<file path="src/rtl/mips_multicycle_control_pkg.sv">
// Shared encodings for the multicycle MIPS controller: FSM states, opcodes,
// ALUOp codes (also used by the ALU control unit) and the control bundle.
package mips_multicycle_control_pkg;

  typedef enum logic [3:0] {
    FETCH  = 4'd0,
    DECODE = 4'd1,
    MEMADR = 4'd2,
    MEMRD  = 4'd3,
    MEMWB  = 4'd4,
    MEMWR  = 4'd5,
    EXEC   = 4'd6,
    RWB    = 4'd7,
    BRANCH = 4'd8,
    JUMP   = 4'd9,
    ADDIEX = 4'd10,
    ADDIWB = 4'd11
  } state_e;

  localparam logic [5:0] OP_RTYPE = 6'b000000;
  localparam logic [5:0] OP_LW    = 6'b100011;
  localparam logic [5:0] OP_SW    = 6'b101011;
  localparam logic [5:0] OP_BEQ   = 6'b000100;
  localparam logic [5:0] OP_J     = 6'b000010;
  localparam logic [5:0] OP_ADDI  = 6'b001000;

  localparam logic [1:0] ALU_ADD   = 2'b00;
  localparam logic [1:0] ALU_SUB   = 2'b01;
  localparam logic [1:0] ALU_FUNCT = 2'b10;

  localparam logic [1:0] SRCB_REG    = 2'b00;
  localparam logic [1:0] SRCB_FOUR   = 2'b01;
  localparam logic [1:0] SRCB_IMM    = 2'b10;
  localparam logic [1:0] SRCB_IMMSH2 = 2'b11;

  localparam logic [1:0] PC_ALU    = 2'b00;
  localparam logic [1:0] PC_ALUOUT = 2'b01;
  localparam logic [1:0] PC_JUMP   = 2'b10;

  typedef struct packed {
    logic       pcwrite;
    logic       pcwritecond;
    logic       iord;
    logic       memread;
    logic       memwrite;
    logic       memtoreg;
    logic       irwrite;
    logic       alusrca;
    logic       regwrite;
    logic       regdst;
    logic [1:0] pcsource;
    logic [1:0] alusrcb;
    logic [1:0] aluop;
  } ctl_t;

endpackage

</file>
<file path="src/rtl/mips_multicycle_control_decode.sv">
// Pure state-to-control decoder (Moore outputs); unknown states decode to all-zero.
module mips_ctl_decode
  import mips_multicycle_control_pkg::*;
#(
  parameter int STATE_W = 4
) (
  input  logic [STATE_W-1:0] state,
  output ctl_t               ctl
);

  always_comb begin
    ctl = '0;
    case (state)
      STATE_W'(FETCH): begin
        ctl.memread  = 1'b1;
        ctl.irwrite  = 1'b1;
        ctl.alusrcb  = SRCB_FOUR;
        ctl.aluop    = ALU_ADD;
        ctl.pcsource = PC_ALU;
        ctl.pcwrite  = 1'b1;
      end
      STATE_W'(DECODE): begin
        ctl.alusrcb = SRCB_IMMSH2;
        ctl.aluop   = ALU_ADD;
      end
      STATE_W'(MEMADR), STATE_W'(ADDIEX): begin
        ctl.alusrca = 1'b1;
        ctl.alusrcb = SRCB_IMM;
        ctl.aluop   = ALU_ADD;
      end
      STATE_W'(MEMRD): begin
        ctl.memread = 1'b1;
        ctl.iord    = 1'b1;
      end
      STATE_W'(MEMWB): begin
        ctl.regwrite = 1'b1;
        ctl.memtoreg = 1'b1;
      end
      STATE_W'(MEMWR): begin
        ctl.memwrite = 1'b1;
        ctl.iord     = 1'b1;
      end
      STATE_W'(EXEC): begin
        ctl.alusrca = 1'b1;
        ctl.alusrcb = SRCB_REG;
        ctl.aluop   = ALU_FUNCT;
      end
      STATE_W'(RWB): begin
        ctl.regwrite = 1'b1;
        ctl.regdst   = 1'b1;
      end
      STATE_W'(BRANCH): begin
        ctl.alusrca     = 1'b1;
        ctl.alusrcb     = SRCB_REG;
        ctl.aluop       = ALU_SUB;
        ctl.pcwritecond = 1'b1;
        ctl.pcsource    = PC_ALUOUT;
      end
      STATE_W'(JUMP): begin
        ctl.pcwrite  = 1'b1;
        ctl.pcsource = PC_JUMP;
      end
      STATE_W'(ADDIWB): begin
        ctl.regwrite = 1'b1;
      end
      default: ctl = '0;
    endcase
  end

endmodule

</file>
<file path="src/rtl/mips_multicycle_control.sv">
// Multicycle MIPS main controller: Moore FSM sequencing fetch/decode/execute;
// outputs are decoded from the state register only.
module mips_multicycle_control
  import mips_multicycle_control_pkg::*;
#(
  parameter int STATE_W = 4
) (
  input  logic               clk,
  input  logic               rst_n,
  input  logic [5:0]         Op,
  output logic               PCWrite,
  output logic               PCWriteCond,
  output logic               IorD,
  output logic               MemRead,
  output logic               MemWrite,
  output logic               MemtoReg,
  output logic               IRWrite,
  output logic               ALUSrcA,
  output logic               RegWrite,
  output logic               RegDst,
  output logic [1:0]         PCSource,
  output logic [1:0]         ALUSrcB,
  output logic [1:0]         ALUOp,
  output logic [STATE_W-1:0] state
);

  logic [STATE_W-1:0] state_q;
  logic [STATE_W-1:0] state_d;
  ctl_t               ctl;

  always_ff @(posedge clk or negedge rst_n) begin
    if (!rst_n) state_q <= STATE_W'(FETCH);
    else        state_q <= state_d;
  end

  // Op is consulted at DECODE and again at MEMADR to split lw from sw.
  always_comb begin
    state_d = STATE_W'(FETCH);
    case (state_q)
      STATE_W'(FETCH):  state_d = STATE_W'(DECODE);
      STATE_W'(DECODE): begin
        case (Op)
          OP_LW, OP_SW: state_d = STATE_W'(MEMADR);
          OP_RTYPE:     state_d = STATE_W'(EXEC);
          OP_BEQ:       state_d = STATE_W'(BRANCH);
          OP_J:         state_d = STATE_W'(JUMP);
          OP_ADDI:      state_d = STATE_W'(ADDIEX);
          default:      state_d = STATE_W'(FETCH);
        endcase
      end
      STATE_W'(MEMADR): begin
        if      (Op == OP_LW) state_d = STATE_W'(MEMRD);
        else if (Op == OP_SW) state_d = STATE_W'(MEMWR);
        else                  state_d = STATE_W'(FETCH);
      end
      STATE_W'(MEMRD):  state_d = STATE_W'(MEMWB);
      STATE_W'(EXEC):   state_d = STATE_W'(RWB);
      STATE_W'(ADDIEX): state_d = STATE_W'(ADDIWB);
      default:          state_d = STATE_W'(FETCH);
    endcase
  end

  mips_ctl_decode #(.STATE_W(STATE_W)) u_decode (
    .state (state_q),
    .ctl   (ctl)
  );

  assign PCWrite     = ctl.pcwrite;
  assign PCWriteCond = ctl.pcwritecond;
  assign IorD        = ctl.iord;
  assign MemRead     = ctl.memread;
  assign MemWrite    = ctl.memwrite;
  assign MemtoReg    = ctl.memtoreg;
  assign IRWrite     = ctl.irwrite;
  assign ALUSrcA     = ctl.alusrca;
  assign RegWrite    = ctl.regwrite;
  assign RegDst      = ctl.regdst;
  assign PCSource    = ctl.pcsource;
  assign ALUSrcB     = ctl.alusrcb;
  assign ALUOp       = ctl.aluop;
  assign state       = state_q;

endmodule

</file>
<file path="config.mk">
export PLATFORM = sky130hd
export DESIGN_NAME = mips_multicycle_control
export DESIGN_NICKNAME = d
export VERILOG_FILES = /design/src/rtl/mips_multicycle_control_pkg.sv /design/src/rtl/mips_multicycle_control_decode.sv /design/src/rtl/mips_multicycle_control.sv
export SDC_FILE = /design/constraint.sdc
export NUM_CORES = 1
export LEC_CHECK = 0
export CORE_AREA = 2 2 39 41
export DETAILED_ROUTE_END_ITERATION = 12
export DIE_AREA = 0 0 41 43
export PLACE_DENSITY = 0.77
export SLEW_MARGIN = 30
export SYNTH_ARGS = -nofsm -noshare
export SYNTH_HDL_FRONTEND = slang
export SYNTH_SLANG_ARGS = --single-unit
</file>
<file path="constraint.sdc">
create_clock -name clk -period 2.6 [get_ports clk]
set_clock_uncertainty 0.2 [all_clocks]
set_input_delay 0.78 -clock clk [delete_from_list [all_inputs] [get_ports clk]]
set_output_delay 0.78 -clock clk [all_outputs]
set_load 0.01 [all_outputs]
</file>
==> out/results.ini <==
[synthesis]
synth-xor-area-share_pct = 5.53
synth-edff-count = 0
synth.avg_cell_area_um2 = 6.99
yosys.area_share.simple_pct = 39.5
synth_area_leader_cell = dfrtp_1
synth_compound_area_share_pct = 25.3
synth_top_family_by_area = simple AND/OR/NAND/NOR gates
yosysUniqueCellTypes = 30
syn_nets = 76
yosysWarnings = 0
syn-cell-area_um2 = 475
synthTopCellsByCount = nor3_1 (10), nor2_1 (6), nand2_1 (5)
ys.flop_type = dfrtp_1
synth_adder_area_share_pct = 2.11
synth_most_common_cell = nor3_1
muxShareOfSynthArea_pct = 0
yosysTopAreaCellShare_pct = 21.1
async_flop_share_pct = 100
synth_seq_cells = 4
ys_seq_area_share_pct = 21.1
ys_top_cells_by_area = dfrtp_1 (21%), nor3_1 (11%), nand2b_1 (5.3%), nor2_1 (4.7%), o21ai_0 (4.2%)
synthCells = 68

[route]
first_iter_violations = 15
routed_wl_mm = 1.55
wl_per_cell_um = 12.5
drtAntennaViolNets = 0
viasPerCell = 5.23
via_count = 649
drc_errors = 0
drt_first_pass_iters = 4

[power_and_ir_drop]
ir_drop_mv = 0.264
power.density_mw_per_mm2 = 546
leakagePower_nw = 0.482

[grt]
grt_pass1_wl_mm = 2.30
track_usage_pct = 20.1
grt_pass1_vias = 558
grt.overflow.total = 0
grt_max_degree = 14
antenna_found_initial = 0

[final_layout]
fin_nets = 118
final_cell_area_um2 = 925
largest_reg_flops = 4
drive_above_1_share_pct = 25.0
fin_cells = 124
area_growth_pct = 94.5
n_antenna_cell = 0

[placed_design]
io_buffers = 27
dp_hpwl_mm = 1.11
post_dp_cell_area_um2 = 813
dp.cells = 115
routabilityCongestion = 0.861

[timing]
hold-worst-slack_ns = 0.500
relSlewSlack_pct = 66.8
final_max_slew_viol_count = 0
max_freq_mhz = 390
setup_viol = 0
hold_violations = 0
min_period_ns = 2.56
worst_pin_slew_ns = 0.492
period_share_pct = 98.6

[die]
fp.coreArea_mm2 = 0.00138
die_h_um = 43
chipWidth_um = 41
num_rows = 14
initial_core_util_pct = 34.4
die_area_mm2 = 0.00176
ios = 28

[cts]
cts_hold_buf = 0
clock_sinks = 4
cts_tree = done
clk_pin_slew_worst_paths_ns = 0.04
clock_path_buffers = 2
cts_buffers = 3
clk_latency_ns = 0.24
root_buffer = clkbuf_4
htreeDepth = 1

[setup_path]
crit_path_end_kind = output pin
reg2reg_depth = 5
slowest_delay_ns = 0.55
cp_slowest_cell = clkdlybuf4s50_1
cpLargestDelayFamily = buffers and inverters
start_kind = flop
r2r_end = state[3]$_DFF_PN0_
criticalPathCategory = flop to output pin
r2r_setup_slack_ns = 0.70
r2r-start = state[1]$_DFF_PN0_
worstPathArrival_ns = 1.58
crit_chain = nand2b_4 -> nor2_1 -> clkdlybuf4s50_1
path_buf_inv = 1
crit_fanout = 9
cp.required_ns = 1.62

[worst_hold_path]
min-delay-start = state[3]$_DFF_PN0_
hold_path.class = flop to flop
hold_depth = 2
holdPathEnd = state[3]$_DFF_PN0_

[status]
status = finished, final reports clean

[run]
maxCapViolCount = 0

cells by family after synthesis:
group,count (synthesis)
AOI/OAI and AO/OA,16
DFF,4
buffers and inverters,8
adders and majority gates,1
xor gates and xnor gates,3
and+or+nand+nor,36
area by class of cell:
| type | instances | area [µm²] |
|---|---|---|
| Fill cell | 123 | 459 |
| Timing Repair Buffer | 42 | 389 |
| Multi-Input combinational cell | 56 | 379 |
| Sequential cell | 4 | 103 |
| Clock buffer | 3 | 22.5 |
| Tap cell | 16 | 20.0 |
| Inverter | 3 | 11.3 |
power by group:
part	total [W]	leakage [nW]	internal, W	switching (W)
Sequential	0.000103	0.0507	0.0000745	0.0000287
Combinational	0.000319	0.417	0.000183	0.000136
Clock	0.0000825	0.0138	0.0000520	0.0000305
worst max path at each step:
stage                       start    endpoint  slack [ns]  cells past startpoint
2_1_floorplan  state[1]$_DFF_PN0_     ALUSrcA        0.37                      4
5_1_grt        state[1]$_DFF_PN0_    MemWrite      -0.006                      3
3_5_place_dp   state[1]$_DFF_PN0_     ALUSrcA        0.09                      3
6_report       state[1]$_DFF_PN0_    MemWrite        0.04                      3
3_3_place_gp   state[0]$_DFF_PN0_     MemRead        0.12                      3
4_1_cts        state[3]$_DFF_PN0_  ALUSrcB[0]       0.004                      3
worst reg2reg max path, delay by kind of cell (launching register included):
kind / cells / cell delay [ns]
flip-flops: 1 / 0.48
AO/OA/AOI/OAI: 2 / 0.33
buffers and inverters: 2 / 0.32
AND/OR/NAND/NOR: 1 / 0.49
timing repair:
| item | in CTS | in global routing |
|---|---|---|
| endpoints found under the setup margin | 10 | 7 |
| gates cloned | 0 | 0 |
| endpoints found under the hold margin | 0 | 0 |
| resized for setup | 14 | 7 |
| buffers inserted | 2 | 4 |
metal layers:
metal,global-route usage [%],up-vias,routed length (µm)
met1,19.6,287,599
met2,34.1,24,827
met5,0,-,0
met3,1.57,4,73
met4,18.0,0,52
li1,-,334,-
metrics by stage:
step                utilization [%]  worst slack, ns  total power [W]   TNS, ns
floorplan                         -            0.366         0.000236         0
global placement               58.8            0.116         0.000389         0
detailed placement             58.8           0.0914         0.000390         0
CTS                            63.0          0.00373         0.000461         0
global route                   66.8         -0.00594         0.000542  -0.00594
finish                         66.8           0.0367         0.000505         0
cell usage in the layout (no fill, tap or decap), types with 3 or more instances in the layout:
cell,netlist,layout
buf_4,0,15
clkdlybuf4s50_1,0,14
nor3_1,10,9
dlygate4sd2_1,0,7
nor2_1,6,6
dlymetal6s2s_1,0,6
nand2_1,5,5
nand2b_4,0,4
o21ai_0,4,4
a21oi_1,3,3
inv_1,3,3
clkbuf_4,0,3
Note: power is estimated with default switching activity, not from simulation.
